**src/rtl/uart_pkg.sv**
```systemverilog
// Shared UART definitions: receiver FSM states and frame-level constants,
// common to the transmitter and receiver.
package uart_pkg;

  typedef enum logic [2:0] {
    IDLE,
    START,
    DATA,
    PARITY,
    STOP
  } rx_state_t;

  localparam logic PAR_EVEN  = 1'b0;
  localparam logic PAR_ODD   = 1'b1;
  localparam logic START_BIT = 1'b0;
  localparam logic STOP_BIT  = 1'b1;

endpackage

```
**src/rtl/uart_rx_sampler.sv**
```systemverilog
// Per-bit timing for the UART receiver: edge counter, three mid-bit samples
// and a 2-of-3 majority voter.
module uart_rx_sampler
  import uart_pkg::*;
#(
  parameter int PRESC_W = 6
) (
  input  logic               clk,
  input  logic               rst,
  input  logic               rx_s,
  input  logic               start,
  input  logic               active,
  input  logic [PRESC_W-1:0] presc,
  output logic               bit_val,
  output logic               bit_end
);

  logic [PRESC_W-1:0] edge_cnt;
  logic [PRESC_W-1:0] half;
  logic [PRESC_W-1:0] last;
  logic               s0, s1, s2;

  assign half = presc >> 1;
  assign last = presc - PRESC_W'(1);

  // The detection cycle is edge_cnt=0 of the start bit, so counting resumes at 1.
  always_ff @(posedge clk or negedge rst) begin
    if (!rst) begin
      edge_cnt <= '0;
    end else if (start) begin
      edge_cnt <= PRESC_W'(1);
    end else if (!active) begin
      edge_cnt <= '0;
    end else if (edge_cnt == last) begin
      edge_cnt <= '0;
    end else begin
      edge_cnt <= edge_cnt + PRESC_W'(1);
    end
  end

  always_ff @(posedge clk or negedge rst) begin
    if (!rst) begin
      s0 <= 1'b1;
      s1 <= 1'b1;
      s2 <= 1'b1;
    end else if (active) begin
      if (edge_cnt == half - PRESC_W'(1)) s0 <= rx_s;
      if (edge_cnt == half)               s1 <= rx_s;
      if (edge_cnt == half + PRESC_W'(1)) s2 <= rx_s;
    end
  end

  assign bit_val = (s0 & s1) | (s0 & s2) | (s1 & s2);
  assign bit_end = active && (edge_cnt == last);

endmodule

```
**src/rtl/uart_rx.sv**
```systemverilog
// UART receiver: 2-flop synchroniser, start/data/parity/stop FSM and
// registered one-cycle result strobes.
module uart_rx
  import uart_pkg::*;
#(
  parameter int DATA_WIDTH = 8,
  parameter int PRESC_W    = 6
) (
  input  logic                  clk,
  input  logic                  rst,
  input  logic                  rx_in,
  input  logic [PRESC_W-1:0]    prescale,
  input  logic                  par_en,
  input  logic                  par_type,
  output logic [DATA_WIDTH-1:0] p_data,
  output logic                  data_valid,
  output logic                  par_err,
  output logic                  stp_err,
  output logic                  busy
);

  localparam int CNT_W = $clog2(DATA_WIDTH + 1);

  rx_state_t             state, nxt;
  logic                  rx_m, rx_s;
  logic                  start_det;
  logic [PRESC_W-1:0]    presc_q;
  logic                  pen_q, ptype_q;
  logic [CNT_W-1:0]      bit_cnt;
  logic                  last_bit;
  logic [DATA_WIDTH-1:0] shreg;
  logic                  par_mis;
  logic                  bit_val, bit_end;

  always_ff @(posedge clk or negedge rst) begin
    if (!rst) begin
      rx_m <= 1'b1;
      rx_s <= 1'b1;
    end else begin
      rx_m <= rx_in;
      rx_s <= rx_m;
    end
  end

  assign start_det = (state == IDLE) && !rx_s;
  assign last_bit  = (bit_cnt == CNT_W'(DATA_WIDTH - 1));
  assign busy      = (state != IDLE);

  uart_rx_sampler #(
    .PRESC_W(PRESC_W)
  ) u_sampler (
    .clk    (clk),
    .rst    (rst),
    .rx_s   (rx_s),
    .start  (start_det),
    .active (busy),
    .presc  (presc_q),
    .bit_val(bit_val),
    .bit_end(bit_end)
  );

  always_ff @(posedge clk or negedge rst) begin
    if (!rst) state <= IDLE;
    else      state <= nxt;
  end

  always_comb begin
    nxt = state;
    case (state)
      IDLE:    if (!rx_s) nxt = START;
      START:   if (bit_end) nxt = (bit_val == START_BIT) ? DATA : IDLE;
      DATA:    if (bit_end && last_bit) nxt = pen_q ? PARITY : STOP;
      PARITY:  if (bit_end) nxt = STOP;
      STOP:    if (bit_end) nxt = IDLE;
      default: nxt = IDLE;
    endcase
  end

  always_ff @(posedge clk or negedge rst) begin
    if (!rst) begin
      presc_q    <= '0;
      pen_q      <= 1'b0;
      ptype_q    <= PAR_EVEN;
      bit_cnt    <= '0;
      shreg      <= '0;
      par_mis    <= 1'b0;
      p_data     <= '0;
      data_valid <= 1'b0;
      par_err    <= 1'b0;
      stp_err    <= 1'b0;
    end else begin
      data_valid <= 1'b0;
      par_err    <= 1'b0;
      stp_err    <= 1'b0;
      if (start_det) begin
        presc_q <= prescale;
        pen_q   <= par_en;
        ptype_q <= par_type;
        bit_cnt <= '0;
        par_mis <= 1'b0;
      end
      case (state)
        DATA: if (bit_end) begin
          shreg   <= {bit_val, shreg[DATA_WIDTH-1:1]};
          bit_cnt <= bit_cnt + CNT_W'(1);
        end
        PARITY: if (bit_end) par_mis <= (bit_val != (^shreg ^ ptype_q));
        STOP: if (bit_end) begin
          stp_err <= (bit_val != STOP_BIT);
          par_err <= par_mis;
          if (bit_val == STOP_BIT && !par_mis) begin
            data_valid <= 1'b1;
            p_data     <= shreg;
          end
        end
        default: ;
      endcase
    end
  end

endmodule

```
**config.mk**
```make
export PLATFORM = sky130hd
export DESIGN_NAME = uart_rx
export DESIGN_NICKNAME = d
export VERILOG_FILES = /design/src/rtl/uart_pkg.sv /design/src/rtl/uart_rx_sampler.sv /design/src/rtl/uart_rx.sv
export SDC_FILE = /design/constraint.sdc
export NUM_CORES = 1
export LEC_CHECK = 0
export ABC_AREA = 1
export CORE_MARGIN = 2
export CORE_UTILIZATION = 50
export DETAILED_ROUTE_END_ITERATION = 7
export PLACE_DENSITY = 0.72
export SYNTH_ARGS = -nofsm -noshare
export SYNTH_HDL_FRONTEND = slang
export SYNTH_SLANG_ARGS = --single-unit
export TNS_END_PERCENT = 30
```
**constraint.sdc**
```tcl
create_clock -name clk -period 2.2 [get_ports clk]
set_clock_uncertainty 0.1 [all_clocks]
set_input_delay 0.55 -clock clk [delete_from_list [all_inputs] [get_ports clk]]
set_output_delay 0.55 -clock clk [all_outputs]
set_load 0.01 [all_outputs]
```
; ---- After elaboration in Yosys (flattened, before gate mapping)
; Cells that the tools add are included.
[op_classes]
addsub = 5
eq_ne = 15
muxes = 24
bitwise = 7
reduce_logical = 15
[op_table]
columns = cell, count
row1 = equality test 6 bit, 3
row2 = two-way mux 3 bit, 6
row3 = two-way mux 6 bit, 3
row4 = one-hot mux 3 bit (5 select lines), 1
row5 = two-way mux 4 bit, 3
row6 = two-way mux 1 bit, 10
row7 = inequality test 2 bit (second input constant), 5
row8 = AND reduction 2 bit, 4
row9 = XOR reduction 8 bit, 1
row10 = adder 5 x 1 -> 6 bit (second input constant), 1
row11 = adder 6 x 1 -> 6 bit (second input constant), 1
row12 = equality test 3 x 2 -> 1 bit (second input constant), 2
row13 = equality test 6 x 5 -> 1 bit, 1
row14 = subtractor 5 x 1 -> 6 bit (second input constant), 1
row15 = subtractor 6 x 1 -> 6 bit (second input constant), 1
row16 = AND reduction 5 bit, 1
row17 = adder 4 x 1 -> 4 bit (second input constant), 1
row18 = equality test 4 x 3 -> 1 bit (second input constant), 1
row19 = logical AND 1 bit, 4
row20 = bitwise AND 1 bit, 3
row21 = equality test 3 x 1 -> 1 bit (second input constant), 1
row22 = equality test 3 bit (second input constant), 1
row23 = zero test 3 bit, 1
row24 = AND reduction 3 bit, 1
row25 = 7 further kinds, 9
[word_totals]
reg_bits = 46
in_bits = 11
word_cells = 83

; ---- Longest topological paths before layout
[depth]
word_depth = 7
mapped_depth = 14
ltp_nobuf = 14

; ---- By module
; From an unflattened synthesis, not the netlist that was laid out.
[hier_totals]
hier_cells = 377
hier_area_um2 = 2703.8
[modules_own_cells]
columns = mod, n_inst, cells_each, area_per_inst_um2
row1 = uart_rx, 1, 197, 1684.1
row2 = uart_rx_sampler, 1, 180, 1019.7

; ---- Worst setup path after synthesis
; No wires, ideal clock.
[synth_timing]
kind = register to register
start = register presc_q[1]
end = register bit_cnt[0]
setup_ps = 117
t_arrival_ps = 1676
t_required_ps = 1983
slack_ps = 306
path_stages_with_launch = 15
period_less_slack_ps = 1894
cell_sequence = dfrtp_1 -> inv_1 -> ha_1 -> inv_1 -> nand2_1 -> nand2_1 -> nor2_1 -> nand2_1 -> nor2_1 -> nand3_2 -> inv_2 -> nand2_4 -> buf_6 -> nand3_1 -> nand2_1
[synth_via]
elab_chain_cells = 5
[synth_rtl]
columns = element, line
row1 = start: declaration, uart_rx.sv:27  ; logic [PRESC_W-1:0] presc_q;
row2 = start signal: assignment, uart_rx.sv:96  ; presc_q <= prescale;
row3 = subtractor 6 x 1 -> 6 bit, uart_rx_sampler.sv:24  ; assign last = presc - PRESC_W'(1);
row4 = equality test 6 bit, uart_rx_sampler.sv:54  ; assign bit_end = active && (edge_cnt == last);
row5 = logical AND 1 bit, uart_rx_sampler.sv:54
row6 = two-way mux 4 bit, uart_rx.sv:103  ; DATA: if (bit_end) begin
row7 = two-way mux 4 bit, uart_rx.sv:102  ; case (state)
row8 = end signal: assignment, uart_rx.sv:105  ; bit_cnt <= bit_cnt + CNT_W'(1);
row9 = end: declaration, uart_rx.sv:29  ; logic [CNT_W-1:0] bit_cnt;
; No other way between the ends.
; A chain may end at the register's enable or synchronous reset.

; ---- Final worst setup path
[layout_timing]
start = register presc_q[1]
end = register p_data[2]
[layout_via]
elab_chain_cells = 4
[layout_rtl]
columns = element, line
row1 = subtractor 6 x 1 -> 6 bit, uart_rx_sampler.sv:24
row2 = equality test 6 bit, uart_rx_sampler.sv:54
row3 = logical AND 1 bit, uart_rx_sampler.sv:54
row4 = AND reduction 3 bit (no source line), -
row5 = end signal: assignment, uart_rx.sv:113  ; p_data <= shreg;
row6 = end: declaration, uart_rx.sv:15  ; output logic [DATA_WIDTH-1:0] p_data,
; No other way between the ends.

==> run metrics <==
status=finished clean; internal power=0.00188 W; RSZ-0062 raised after global routing=true; vias=2185; Avg Cell Area, Syn=7.75 sq um; layout cell share with drive strength beyond 1=0.122; Sinks on Clock Net=46; drt first pass iters=4; worst slew pin tran=0.610 ns; grt ovf=0; switch share=0.447; WL final=5.58 mm; vias in the first global route=2088; number of port buffers=22; num rows=26; slew margin rel.=0.589; crit start category=register; cell area after layout=0.00312 sq mm; Final nets=393; WP data required=2.34 ns; io pins=23; power share of the clock group=0.153; CTS tree=done; synth unique cells=34; yosys warns=0; Multi-input gate area=0.00128 sq mm; antenna violations before repair=0; core area=0.00507 sq mm; Sw Pwr=0.00152 W; CP endpoint kind=register; final hold violations=0; DR WL/cell=12.5 um; clock period minus worst slack=2.07 ns; die area=0.00585 sq mm; Filler Cell Count=479; max_cap viols=0; Via density=4.89; Post-Syn Nets=356; Worst-Skew Late Latency=0.30 ns; Antenna Violating Nets Remaining=0; final setup fails=0; Total GRT Usage=0.201; ANT cells=0; # DRC=0; DP HPWL=4.06 mm; synthesis-to-finish area growth=18.9%; Arr. time, crit path=2.21 ns; Seq pwr share=0.366; die width=76.5 um; largest net degree at the start of global routing=26; Post-Synthesis Cells=339; Die Ht=76.5 um; register area=0.00116 sq mm; Placed Area=0.00295 sq mm; Clock transition at path regs=0.09 ns; global-route wire length before repair=9.65 mm; CTS max path bufs=2; #FFs+latches synth=46; CTS H-tree lvls=2; Initial DRC Count=114; sequential area share after synthesis=0.440; Leakage=1.66 nW; Initial Utilization=0.518; CP Max Fanout=8; critical path class=register to register; cell area after synthesis=0.00263 sq mm; count of final max-slew check failures=0; Post-Route Utilization=0.615; Post-Place Worst Slack=0.0465 ns; Pwr Density=1090 mW/mm^2; Num CTS Buffers=5; combinational share of power=0.481; Final WS setup=0.127 ns; routability cong.=0.923; post-route clock period utilization=0.942; Root Buffer Master=clkbuf_8; Max VDD drop=0.570 mV; achievable frequency=482 MHz; Worst Hold Class=primary input to asynchronous set/reset pin
[power groups by stage]
| stage | Clock [W] | Sequential (W) | Combinational, W |
|---|---|---|---|
| finish | 0.000520 | 0.00124 | 0.00164 |
| global route | 0.000574 | 0.00127 | 0.00188 |
| CTS | 0.000536 | 0.00125 | 0.00156 |
| detailed placement | 0 | 0.00126 | 0.00156 |
| global placement | 0 | 0.00126 | 0.00154 |
| floorplan | 0 | 0.00120 | 0.00119 |
[logic make-up (layout without fill, tap and decap cells)]
group	count (synthesis)	in the layout	share of synthesized area
mux	1	1	0.00429
simple gates	189	190	0.317
flops	46	46	0.440
buf+inv	48	85	0.0776
fa+ha+maj	7	7	0.0324
xor+xnor	21	21	0.0700
compound gates	27	27	0.0581
[state kept, by name, indices dropped and copies added (netlist names), 3 cells and up]
signal	cells
p_data	8
shreg	8
presc_q	6
u_sampler.edge_cnt	6
bit_cnt	4
state	3
[through the flow]
stage          TNS, ns  hold WS (ns)  instances  total power, W
2_1_floorplan        0         0.154        339         0.00239
3_3_place_gp         0         0.251        431         0.00280
3_5_place_dp         0         0.251        431         0.00282
4_1_cts              0         0.126        439         0.00334
5_1_grt         -0.264         0.142        447         0.00372
6_report             0         0.113        447         0.00340
[layout make-up]
class	count	area share
Sequential cell	46	0.371
Timing Repair Buffer	36	0.113
Inverter	41	0.0493
Clock inverter	3	0.00681
Clock buffer	5	0.0220
Multi-Input combinational cell	246	0.411
Tap cell	70	0.0280
[per-layer routing]
| metal | vias to the layer above | GRT usage | wire length [um] |
|---|---|---|---|
| li1 | 1143 | - | - |
| met1 | 1003 | 0.286 | 2720 |
| met2 | 35 | 0.320 | 2600 |
| met3 | 4 | 0.0367 | 202 |
| met4 | 0 | 0.0491 | 61 |
| met5 | - | 0 | 0 |
[synth_stat cells (all sizes together)]
cell	number	share of area
nor3	4	0.012
o21ai	9	0.017
xnor2	7	0.023
nor2	32	0.050
clkbuf	2	0.0029
a211oi	1	0.0029
xor2	14	0.047
inv	41	0.059
nand3	34	0.070
buf	5	0.016
nand2	111	0.17
a21o	1	0.0029
dfrtp	41	0.39
o211ai	3	0.0086
nand3b	1	0.0029
mux2	1	0.0043
nand4	6	0.014
o22ai	1	0.0024
maj3	1	0.0038
a21oi	12	0.024
ha	6	0.029
dfstp	5	0.050
nor3b	1	0.0029
[worst paths after layout]
check	start	to	slack (ns)	cells after the start
worst max-delay path	presc_q[1]	p_data[2]	0.13	14
worst min-delay path	rst	presc_q[5]	0.11	1
worst max register to register	presc_q[1]	p_data[2]	0.13	14
worst min register to register	rx_m	rx_s	0.26	0
max in group asynchronous	rst	u_sampler.s1	1.31	2
min in group clk	rx_m	rx_s	0.26	0
[worst max-delay path, stage by stage, from the launching register on]
cell and delay (ns):
dfrtp_1 0.42, inv_2 0.08, ha_2 0.33, inv_1 0.03, nand2_1 0.05, nand2_1 0.04
nor2_1 0.08, nand2_1 0.05, nor2_1 0.11, nand3_2 0.16, nor2_4 0.16, buf_12 0.14
buf_6 0.10, nand3_1 0.07, nand2_1 0.09
[cells in the final DEF, fill, tap and decap left out, types with 2 or more instances in the layout]
master and count:
nand2_1 107, dfrtp_1 41, inv_1 37, nand3_1 31, nor2_1 30, clkdlybuf4s50_1 20, xor2_1 14, a21oi_1 11
buf_4 10, o21ai_0 8, xnor2_1 7, nand4_1 6, ha_1 5, clkbuf_8 5, dfstp_2 5, inv_2 4
nand3_2 3, nand2_4 3, o211ai_1 3, nor3_1 3, nand2_2 2, buf_12 2, buf_6 2
[timing repair]
action,in CTS,in global routing
pin swaps,0,3
setup buffers,0,7
hold buffers,0,0
gates cloned,0,1
gates resized for setup,1,6
endpoints found under the setup margin,1,26
(Power assumes the default switching activity.)
